`src/rtl/rv_sdram_bridge_if.sv`:
```
// Bus bundles for the softcore-to-sdram_snes RISC-V bridge: the 32-bit softcore memory port
// and the 16-bit rv_* request port.
interface mem_bus_if;
  logic        mem_valid;
  logic [22:0] mem_addr;
  logic [31:0] mem_wdata;
  logic [3:0]  mem_wstrb;
  logic        mem_ready;
  logic [31:0] mem_rdata;

  modport master (output mem_valid, mem_addr, mem_wdata, mem_wstrb,
                  input  mem_ready, mem_rdata);
  modport slave  (input  mem_valid, mem_addr, mem_wdata, mem_wstrb,
                  output mem_ready, mem_rdata);
endinterface

interface rv_bus_if;
  logic [21:0] rv_addr;
  logic [15:0] rv_din;
  logic [1:0]  rv_ds;
  logic        rv_rd;
  logic        rv_wr;
  logic        rv_wait;
  logic [15:0] rv_dout;

  modport master (output rv_addr, rv_din, rv_ds, rv_rd, rv_wr,
                  input  rv_wait, rv_dout);
  modport slave  (input  rv_addr, rv_din, rv_ds, rv_rd, rv_wr,
                  output rv_wait, rv_dout);
endinterface

```
`src/rtl/rv_sdram_bridge.sv`:
```
// Splits one 32-bit softcore access into low/high 16-bit rv_* accesses, retrying while rv_wait
// is high, and reassembles read halves into mem_rdata with a single mem_ready pulse.
module rv_sdram_bridge #(
  parameter int unsigned RD_LATENCY = 2,
  parameter int unsigned WAIT_MAX   = 255
) (
  input  logic       clk,
  input  logic       resetn,
  mem_bus_if.slave   mem,
  rv_bus_if.master   rv,
  output logic       err_timeout
);

  typedef enum logic [2:0] {IDLE, REQ_LO, RD_LO, REQ_HI, RD_HI, DONE} state_t;

  localparam logic [2:0] LAT  = RD_LATENCY[2:0];
  localparam logic [8:0] WMAX = WAIT_MAX[8:0];

  state_t      state_q, state_d;
  logic [20:0] base_q, base_d;
  logic [15:0] hi_din_q, hi_din_d;
  logic [1:0]  hi_ds_q, hi_ds_d;
  logic        is_rd_q, is_rd_d;
  logic [2:0]  lat_q, lat_d;
  logic [7:0]  wait_q, wait_d;
  logic [15:0] rd_lo_q, rd_lo_d;
  logic [21:0] rv_addr_q, rv_addr_d;
  logic [15:0] rv_din_q, rv_din_d;
  logic [1:0]  rv_ds_q, rv_ds_d;
  logic        rv_rd_q, rv_rd_d;
  logic        rv_wr_q, rv_wr_d;
  logic        mem_ready_q, mem_ready_d;
  logic [31:0] mem_rdata_q, mem_rdata_d;
  logic        err_q, err_d;

  logic        new_rd;
  logic        accept;
  logic [8:0]  wait_inc;
  logic        unused_addr_lsb;

  assign new_rd          = (mem.mem_wstrb == 4'b0000);
  assign accept          = (rv_rd_q | rv_wr_q) & ~rv.rv_wait;
  assign wait_inc        = {1'b0, wait_q} + 9'd1;
  assign unused_addr_lsb = ^mem.mem_addr[1:0];

  always_comb begin
    state_d     = state_q;
    base_d      = base_q;
    hi_din_d    = hi_din_q;
    hi_ds_d     = hi_ds_q;
    is_rd_d     = is_rd_q;
    lat_d       = lat_q;
    wait_d      = wait_q;
    rd_lo_d     = rd_lo_q;
    rv_addr_d   = rv_addr_q;
    rv_din_d    = rv_din_q;
    rv_ds_d     = rv_ds_q;
    rv_rd_d     = rv_rd_q;
    rv_wr_d     = rv_wr_q;
    mem_ready_d = 1'b0;
    mem_rdata_d = mem_rdata_q;
    err_d       = err_q;

    // Wait accounting is shared by both request states; the counter saturates at 8 bits.
    if ((state_q == REQ_LO || state_q == REQ_HI) && rv.rv_wait) begin
      if (wait_q != 8'hFF) wait_d = wait_inc[7:0];
      if (wait_inc >= WMAX) err_d = 1'b1;
    end

    case (state_q)
      IDLE: begin
        if (mem.mem_valid) begin
          base_d   = mem.mem_addr[22:2];
          hi_din_d = mem.mem_wdata[31:16];
          is_rd_d  = new_rd;
          if (new_rd) begin
            hi_ds_d   = 2'b11;
            state_d   = REQ_LO;
            rv_rd_d   = 1'b1;
            rv_addr_d = {mem.mem_addr[22:2], 1'b0};
            rv_din_d  = 16'h0000;
            rv_ds_d   = 2'b11;
          end else begin
            hi_ds_d = mem.mem_wstrb[3:2];
            rv_wr_d = 1'b1;
            // A write with no low strobes goes straight to the high half.
            if (mem.mem_wstrb[1:0] != 2'b00) begin
              state_d   = REQ_LO;
              rv_addr_d = {mem.mem_addr[22:2], 1'b0};
              rv_din_d  = mem.mem_wdata[15:0];
              rv_ds_d   = mem.mem_wstrb[1:0];
            end else begin
              state_d   = REQ_HI;
              rv_addr_d = {mem.mem_addr[22:2], 1'b1};
              rv_din_d  = mem.mem_wdata[31:16];
              rv_ds_d   = mem.mem_wstrb[3:2];
            end
          end
        end
      end
      REQ_LO: begin
        if (accept) begin
          wait_d = 8'h00;
          if (is_rd_q) begin
            rv_rd_d = 1'b0;
            lat_d   = 3'd1;
            state_d = RD_LO;
          end else if (hi_ds_q != 2'b00) begin
            state_d   = REQ_HI;
            rv_addr_d = {base_q, 1'b1};
            rv_din_d  = hi_din_q;
            rv_ds_d   = hi_ds_q;
          end else begin
            rv_wr_d     = 1'b0;
            state_d     = DONE;
            mem_ready_d = 1'b1;
          end
        end
      end
      RD_LO: begin
        if (lat_q == LAT) begin
          rd_lo_d   = rv.rv_dout;
          state_d   = REQ_HI;
          rv_rd_d   = 1'b1;
          rv_addr_d = {base_q, 1'b1};
          rv_ds_d   = 2'b11;
        end else begin
          lat_d = lat_q + 3'd1;
        end
      end
      REQ_HI: begin
        if (accept) begin
          wait_d = 8'h00;
          if (is_rd_q) begin
            rv_rd_d = 1'b0;
            lat_d   = 3'd1;
            state_d = RD_HI;
          end else begin
            rv_wr_d     = 1'b0;
            state_d     = DONE;
            mem_ready_d = 1'b1;
          end
        end
      end
      RD_HI: begin
        if (lat_q == LAT) begin
          mem_rdata_d = {rv.rv_dout, rd_lo_q};
          state_d     = DONE;
          mem_ready_d = 1'b1;
        end else begin
          lat_d = lat_q + 3'd1;
        end
      end
      DONE:    state_d = IDLE;
      default: state_d = IDLE;
    endcase
  end

  always_ff @(posedge clk or negedge resetn) begin
    if (!resetn) begin
      state_q     <= IDLE;
      base_q      <= '0;
      hi_din_q    <= '0;
      hi_ds_q     <= '0;
      is_rd_q     <= 1'b0;
      lat_q       <= '0;
      wait_q      <= '0;
      rd_lo_q     <= '0;
      rv_addr_q   <= '0;
      rv_din_q    <= '0;
      rv_ds_q     <= '0;
      rv_rd_q     <= 1'b0;
      rv_wr_q     <= 1'b0;
      mem_ready_q <= 1'b0;
      mem_rdata_q <= '0;
      err_q       <= 1'b0;
    end else begin
      state_q     <= state_d;
      base_q      <= base_d;
      hi_din_q    <= hi_din_d;
      hi_ds_q     <= hi_ds_d;
      is_rd_q     <= is_rd_d;
      lat_q       <= lat_d;
      wait_q      <= wait_d;
      rd_lo_q     <= rd_lo_d;
      rv_addr_q   <= rv_addr_d;
      rv_din_q    <= rv_din_d;
      rv_ds_q     <= rv_ds_d;
      rv_rd_q     <= rv_rd_d;
      rv_wr_q     <= rv_wr_d;
      mem_ready_q <= mem_ready_d;
      mem_rdata_q <= mem_rdata_d;
      err_q       <= err_d;
    end
  end

  assign mem.mem_ready = mem_ready_q;
  assign mem.mem_rdata = mem_rdata_q;
  assign rv.rv_addr    = rv_addr_q;
  assign rv.rv_din     = rv_din_q;
  assign rv.rv_ds      = rv_ds_q;
  assign rv.rv_rd      = rv_rd_q;
  assign rv.rv_wr      = rv_wr_q;
  assign err_timeout   = err_q;

endmodule

```
`src/flat_wrapper.sv`:
```
// flat-port wrapper written by rule: the top's interface ports become plain ports
module rv_sdram_bridge_flat 
#(
  parameter int unsigned RD_LATENCY = 2,
  parameter int unsigned WAIT_MAX   = 255
)
  (clk, resetn, err_timeout, mem_mem_valid, mem_mem_addr, mem_mem_wdata, mem_mem_wstrb, mem_mem_ready, mem_mem_rdata, rv_rv_addr, rv_rv_din, rv_rv_ds, rv_rv_rd, rv_rv_wr, rv_rv_wait, rv_rv_dout);
  mem_bus_if mem_i ();
  rv_bus_if rv_i ();
  input  logic clk;
  input  logic resetn;
  output logic err_timeout;
  input wire logic [$bits(mem_i.mem_valid)-1:0] mem_mem_valid;
  input wire logic [$bits(mem_i.mem_addr)-1:0] mem_mem_addr;
  input wire logic [$bits(mem_i.mem_wdata)-1:0] mem_mem_wdata;
  input wire logic [$bits(mem_i.mem_wstrb)-1:0] mem_mem_wstrb;
  output wire logic [$bits(mem_i.mem_ready)-1:0] mem_mem_ready;
  output wire logic [$bits(mem_i.mem_rdata)-1:0] mem_mem_rdata;
  output wire logic [$bits(rv_i.rv_addr)-1:0] rv_rv_addr;
  output wire logic [$bits(rv_i.rv_din)-1:0] rv_rv_din;
  output wire logic [$bits(rv_i.rv_ds)-1:0] rv_rv_ds;
  output wire logic [$bits(rv_i.rv_rd)-1:0] rv_rv_rd;
  output wire logic [$bits(rv_i.rv_wr)-1:0] rv_rv_wr;
  input wire logic [$bits(rv_i.rv_wait)-1:0] rv_rv_wait;
  input wire logic [$bits(rv_i.rv_dout)-1:0] rv_rv_dout;
  assign mem_i.mem_valid = mem_mem_valid;
  assign mem_i.mem_addr = mem_mem_addr;
  assign mem_i.mem_wdata = mem_mem_wdata;
  assign mem_i.mem_wstrb = mem_mem_wstrb;
  assign mem_mem_ready = mem_i.mem_ready;
  assign mem_mem_rdata = mem_i.mem_rdata;
  assign rv_rv_addr = rv_i.rv_addr;
  assign rv_rv_din = rv_i.rv_din;
  assign rv_rv_ds = rv_i.rv_ds;
  assign rv_rv_rd = rv_i.rv_rd;
  assign rv_rv_wr = rv_i.rv_wr;
  assign rv_i.rv_wait = rv_rv_wait;
  assign rv_i.rv_dout = rv_rv_dout;
  rv_sdram_bridge #(.RD_LATENCY(RD_LATENCY), .WAIT_MAX(WAIT_MAX)) u_core (.clk(clk), .resetn(resetn), .mem(mem_i), .rv(rv_i), .err_timeout(err_timeout));
endmodule
```
`config.mk`:
```
export PLATFORM = sky130hd
export DESIGN_NAME = rv_sdram_bridge_flat
export DESIGN_NICKNAME = d
export VERILOG_FILES = /design/src/rtl/rv_sdram_bridge_if.sv /design/src/rtl/rv_sdram_bridge.sv /design/src/flat_wrapper.sv
export SDC_FILE = /design/constraint.sdc
export NUM_CORES = 1
export LEC_CHECK = 0
export ABC_AREA = 1
export CORE_MARGIN = 8
export CORE_UTILIZATION = 35
export DETAILED_ROUTE_END_ITERATION = 16
export SETUP_SLACK_MARGIN = 0.02
export SLEW_MARGIN = 20
export SYNTH_ARGS = -nofsm -noshare
export SYNTH_HDL_FRONTEND = slang
export SYNTH_SLANG_ARGS = --single-unit
```
`constraint.sdc`:
```
create_clock -name clk -period 1.5 [get_ports clk]
set_input_delay 0.225 -clock clk [delete_from_list [all_inputs] [get_ports clk]]
set_output_delay 0.225 -clock clk [all_outputs]
set_load 0.02 [all_outputs]
```
Word-level counts from Yosys, hierarchy flattened

Index checks and enable logic that the tools add are counted.

Register bits after elaboration: 146
Logic and storage cells: 129

Add/subtract/negate cells: 2
Order comparisons: 1
Equal/unequal tests: 20
Muxes and demuxes: 64
Bitwise logic cells: 3
Reduce and logical (&&, ||, !) cells: 23

Operator list:

| operator                                                                             | count |
|---|---|
| 22-bit 2-to-1 mux                                                                    | 5 |
| 16-bit 2-to-1 mux                                                                    | 6 |
| 22-bit one-hot mux with 3 select lines                                               | 1 |
| 3-bit 2-to-1 mux                                                                     | 11 |
| 8-bit 2-to-1 mux                                                                     | 4 |
| 16-bit one-hot mux with 2 select lines                                               | 1 |
| 1-bit 2-to-1 mux                                                                     | 21 |
| 2-bit 2-to-1 mux                                                                     | 9 |
| 3-bit one-hot mux with 5 select lines                                                | 1 |
| 2-bit by 1-bit inequality test with 1-bit output (second input constant)             | 7 |
| 2-bit inequality test (second input constant)                                        | 7 |
| 6-bit AND reduction                                                                  | 2 |
| 5-bit AND reduction                                                                  | 2 |
| 8-bit by 1-bit adder with 9-bit output (second input constant)                       | 1 |
| 3-bit by 2-bit == test with 1-bit output (second input constant)                     | 3 |
| 9-bit by 8-bit greater-or-equal comparator with 1-bit output (second input constant) | 1 |
| 1-bit one-hot mux with 3 select lines                                                | 3 |
| 3-bit nonzero test                                                                   | 3 |
| 8-bit inequality test (second input constant)                                        | 1 |
| 2-bit AND reduction                                                                  | 4 |
| 8-bit AND reduction                                                                  | 1 |
| 2-bit nonzero test                                                                   | 4 |
| 2-bit one-hot mux with 3 select lines                                                | 1 |
| 3-bit one-hot mux with 2 select lines                                                | 1 |
| 12 further kinds                                                                     | 13 |

Depth between registers and ports, before layout

Depth in word-level cells: 6
Mapped depth: 11

Least setup slack after synthesis

OpenSTA, ideal clock, no wires.

Kind: register -> register
Start: register u_core.state_q[1]
End: register u_core.rv_ds_q[0], in the netlist u_core.rv.rv_ds[0]
Arrival time: 1375 ps
Data required time: 1380 ps
Path slack: 5 ps
Cell stages (with the launch flop): 9
Path buffers: 2
Path through: dfrtp_1 -> nor2_4 -> nand2_2 -> buf_4 -> nand2_2 -> buf_2 -> a21oi_1 -> o21ai_0 -> nand2_1

Word-level cells in the longest chain between the ends: 3

Ends and longest elaborated chain:

| item                                                             | line                   | text |
|---|---|---|
| from (decl)                                                      | rv_sdram_bridge.sv:19  | `state_t state_q, state_d;` |
| from (signal assigned)                                           | rv_sdram_bridge.sv:178 | `state_q <= state_d;` |
| 3-bit by 1-bit == test with 1-bit output (tied with other cells) | rv_sdram_bridge.sv:70  | `case (state_q)` |
| 2-bit inequality test (no source line) (tied with other cells)   | n/a                    |  |
| 6-bit AND reduction (no source line)                             | n/a                    |  |
| to (signal assigned)                                             | rv_sdram_bridge.sv:188 | `rv_ds_q <= rv_ds_d;` |
| to (decl)                                                        | rv_sdram_bridge.sv:29  | `logic [1:0] rv_ds_q, rv_ds_d;` |

Parallel ways exist; a longest one is shown, timed or not.
A chain may end at the register's enable or synchronous reset.

Worst setup path in the final report

Start: register u_core.state_q[1]
End: register u_core.base_q[10]

Word-level cells in the longest chain between the ends: 2

Ends and longest elaborated chain:

| item                                 | line                   | text |
|---|---|---|
| 3-bit zero test                      | rv_sdram_bridge.sv:70  |  |
| 2-bit AND reduction (no source line) | n/a                    |  |
| to (signal assigned)                 | rv_sdram_bridge.sv:179 | `base_q <= base_d;` |
| to (decl)                            | rv_sdram_bridge.sv:20  | `logic [20:0] base_q, base_d;` |

No other way between the ends.

==> results.tsv <==
stage	metric	value	unit
drt	number of vias per cell	4.67	
outcome	failing checks	setup timing	
logic_synthesis	Avg Cell Area, Syn	8.67	um^2
cts	TritonCTS Buffers	17	
floorplan	Initial Utilization	35.5	%
cts	CTS tree	yes	
place	GPL Wtd Cong	0.786	
floorplan	Cell Rows	50	
sta	f_max	629	MHz
cts	Clock Sinks	146	
critical_path	Worst setup EP type	register	
critical_path	CP Launch Type	register	
outcome	status	finished, violations left	
sta	post-route clock skew	10.4	ps
sta	final cycle utilization of the critical path	106	%
drt	detailed-route wire length	17.8	mm
cts	worst-case clock buffer depth	2	
layout	most common cell after layout, fill and taps aside	nand2_1	
place	DP HPWL	12.2	mm
layout	post-layout utilization of the core	52.1	%
place	Area after DPL	8790	um^2
grt	total grt overflow	0	
run	Max Cap Viol	0	
sta	Slew Limit Headroom	70.1	%
logic_synthesis	top cells by area, synth	dfrtp_1 (55%), nand2_1 (11%), o21ai_0 (11%)	
logic_synthesis	Mapped Cells	761	
layout	Finished Layout Cells	1213	
critical_path	kind of critical path	reg -> reg	
layout	post-route cell area	9680	um^2
logic_synthesis	post-synth top area cell	dfrtp_1	
layout	Area Growth Syn to Fin	46.6	%
critical_path	required time of the critical path	1790	ps
sta	Final Hold Vio Count	0	
logic_synthesis	EDFF count, synth	0	
logic_synthesis	Synth Cell Area	6600	um^2
floorplan	Die X-Extent	153	um
sta	Pins Over Slew Limit	0	
drt	DRT antenna net count	0	
power_and_ir_drop	Power Density	2220	nW/um^2
cts	register clock-pin slew on the reported worst setup and hold paths	60	ps
critical_path	crit path max fanout	23	
grt	first-pass GRT wire length	28.8	mm
logic_synthesis	sequential fraction of the synthesis area	55.4	%
critical_path	Worst EP arrival	1880	ps
sta	Slew @ Worst Pin	448	ps
logic_synthesis	predominant post-synthesis flop cell	dfrtp_1	
layout	layout cells sized above 1	18.9	%
floorplan	# IOs	155	
layout	diodes inserted	0	
drt	vias	5666	
logic_synthesis	synthesis-stage register bit count	146	
hold_path	worst min-delay path class	in -> async	
drt	Routed WL per cell	14.7	um
drt	DRT iter0 DRCs	279	
floorplan	Core Region	18600	um^2
cts	Root Driver	clkbuf_16	
place	post-placement cell count	1169	
layout	# fillers	1751	
cts	Clock Latency Late Sink	420	ps
grt	vias in the first global route	5689	
sta	final setup fails	96	
sta	Setup WS post-layout	-91.0	ps
logic_synthesis	Yosys warning count	0	
layout	most frequent cells in the layout	nand2_1 (167), dfrtp_1 (142), o21ai_0 (114)	
floorplan	die height	153	um
power_and_ir_drop	Leak	4.73	nW
drt	drt drc	0	
floorplan	die area	23500	um^2
logic_synthesis	Net Count, Synth	844	
sta	post-route minimum period	1590	ps
grt	All-Layer GR Usage	15.0	%
logic_synthesis	Synth cell types	25	
cts	H-tree Lvls	4	
grt	largest net degree at the start of global routing	47	
power_and_ir_drop	maximum vdd drop	1.01	mV
drt	router iterations before antenna repair	4	
sta	unrepaired setup endpoints after global routing	yes	
logic_synthesis	post-synth top area share	55.4	%
logic_synthesis	asr flop ratio synth	100	%
place	IO buf count	152	
grt	antenna violations before repair	0	
layout	Layout Nets	1049	
cell families after synthesis:
| kind of cell | synth area share [%] |
|---|---|
| AOI/OAI and AO/OA | 17.5 |
| adders and majority gates | 0.758 |
| muxes | 2.73 |
| DFF | 55.4 |
| buffers and inverters | 7.85 |
| and+or+nand+nor | 15.8 |
registers in the layout, indices dropped and copies added (netlist names), 2 cells and up:
register,cells
u_core.mem.mem_rdata,32
u_core.rv.rv_addr,22
u_core.base_q,21
u_core.hi_din_q,16
u_core.rd_lo_q,16
u_core.rv.rv_din,16
u_core.wait_q,8
u_core.lat_q,3
u_core.state_q,3
u_core.hi_ds_q,2
u_core.rv.rv_ds,2
cell usage after synthesis, types with 2 or more instances:
master	n
buf_2	13
nand2_1	188
o211ai_1	17
mux2_2	16
nand3_2	3
clkbuf_1	14
o21ai_0	139
inv_2	7
a21oi_1	12
nand2_2	5
nand4_1	3
nor2_2	2
buf_6	4
nor2_1	38
nor2_4	4
inv_1	80
nand3_1	8
dfrtp_1	146
buf_4	3
ha_1	4
o21ai_1	51
worst paths after layout:
check,from,end,slack [ps],cells after the start
worst max-delay path,u_core.state_q[1],u_core.base_q[10],-90,6
worst min-delay path,resetn,u_core.wait_q[6],310,2
worst max register to register,u_core.state_q[1],u_core.base_q[10],-90,6
worst min register to register,u_core.err_timeout,u_core.err_timeout,470,2
max in group asynchronous,resetn,u_core.base_q[1],650,3
min in group clk,mem_mem_wdata[27],u_core.hi_din_q[11],370,3
what timing repair did:
| item | CTS | global route |
|---|---|---|
| endpoints found under the setup margin | 190 | 117 |
| resized for setup | 109 | 62 |
| hold endpoints to repair | 35 | 0 |
| setup buffers | 0 | 7 |
| pin swaps | 7 | 6 |
| hold buffers | 1 | 0 |
| gates cloned | 0 | 5 |
metrics by stage:
stage	power [mW]	TNS (ps)	hold slack, ps	setup slack, ps
floorplan	12.9	0	-70.6	22.7
global placement	17.1	-15020	194	-327
detailed placement	17.3	-18060	195	-400
CTS	21.1	-861	323	-55.1
global route	23.2	-11950	327	-158
finish	21.5	-3770	310	-91.0
critical path, cell delays in order (launching register included):
cell	delay, ps
dfrtp_2	490
nor2_4	230
nand2_2	110
nor2_4	190
buf_4	160
clkbuf_16	180
o21ai_0	100
per-layer routing:
layer  GRT usage (%)  part of all wire [%]
met3            3.83                   3.3
met5               0                     0
met1            19.5                    47
met2            24.2                    49
met4            4.05                  0.93
report_power, final:
| part | internal, mW | total [mW] | leakage (nW) | switching (mW) |
|---|---|---|---|---|
| clock network | 2.38 | 4.18 | 0.279 | 1.80 |
| logic | 4.32 | 10.4 | 2.71 | 6.07 |
| registers | 5.86 | 6.89 | 1.74 | 1.03 |
| total | 12.6 | 21.5 | 4.73 | 8.90 |
area by class of cell:
type / instances / area, um^2 / area share (%)
Multi-Input combinational cell: 493 / 2610 / 26.9
Sequential cell: 146 / 3660 / 37.8
Inverter: 88 / 340 / 3.52
Tap cell: 234 / 293 / 3.03
Clock buffer: 18 / 439 / 4.54
Clock inverter: 14 / 141 / 1.46
Timing Repair Buffer: 220 / 2200 / 22.7
Power figures use the tool's default switching activity.
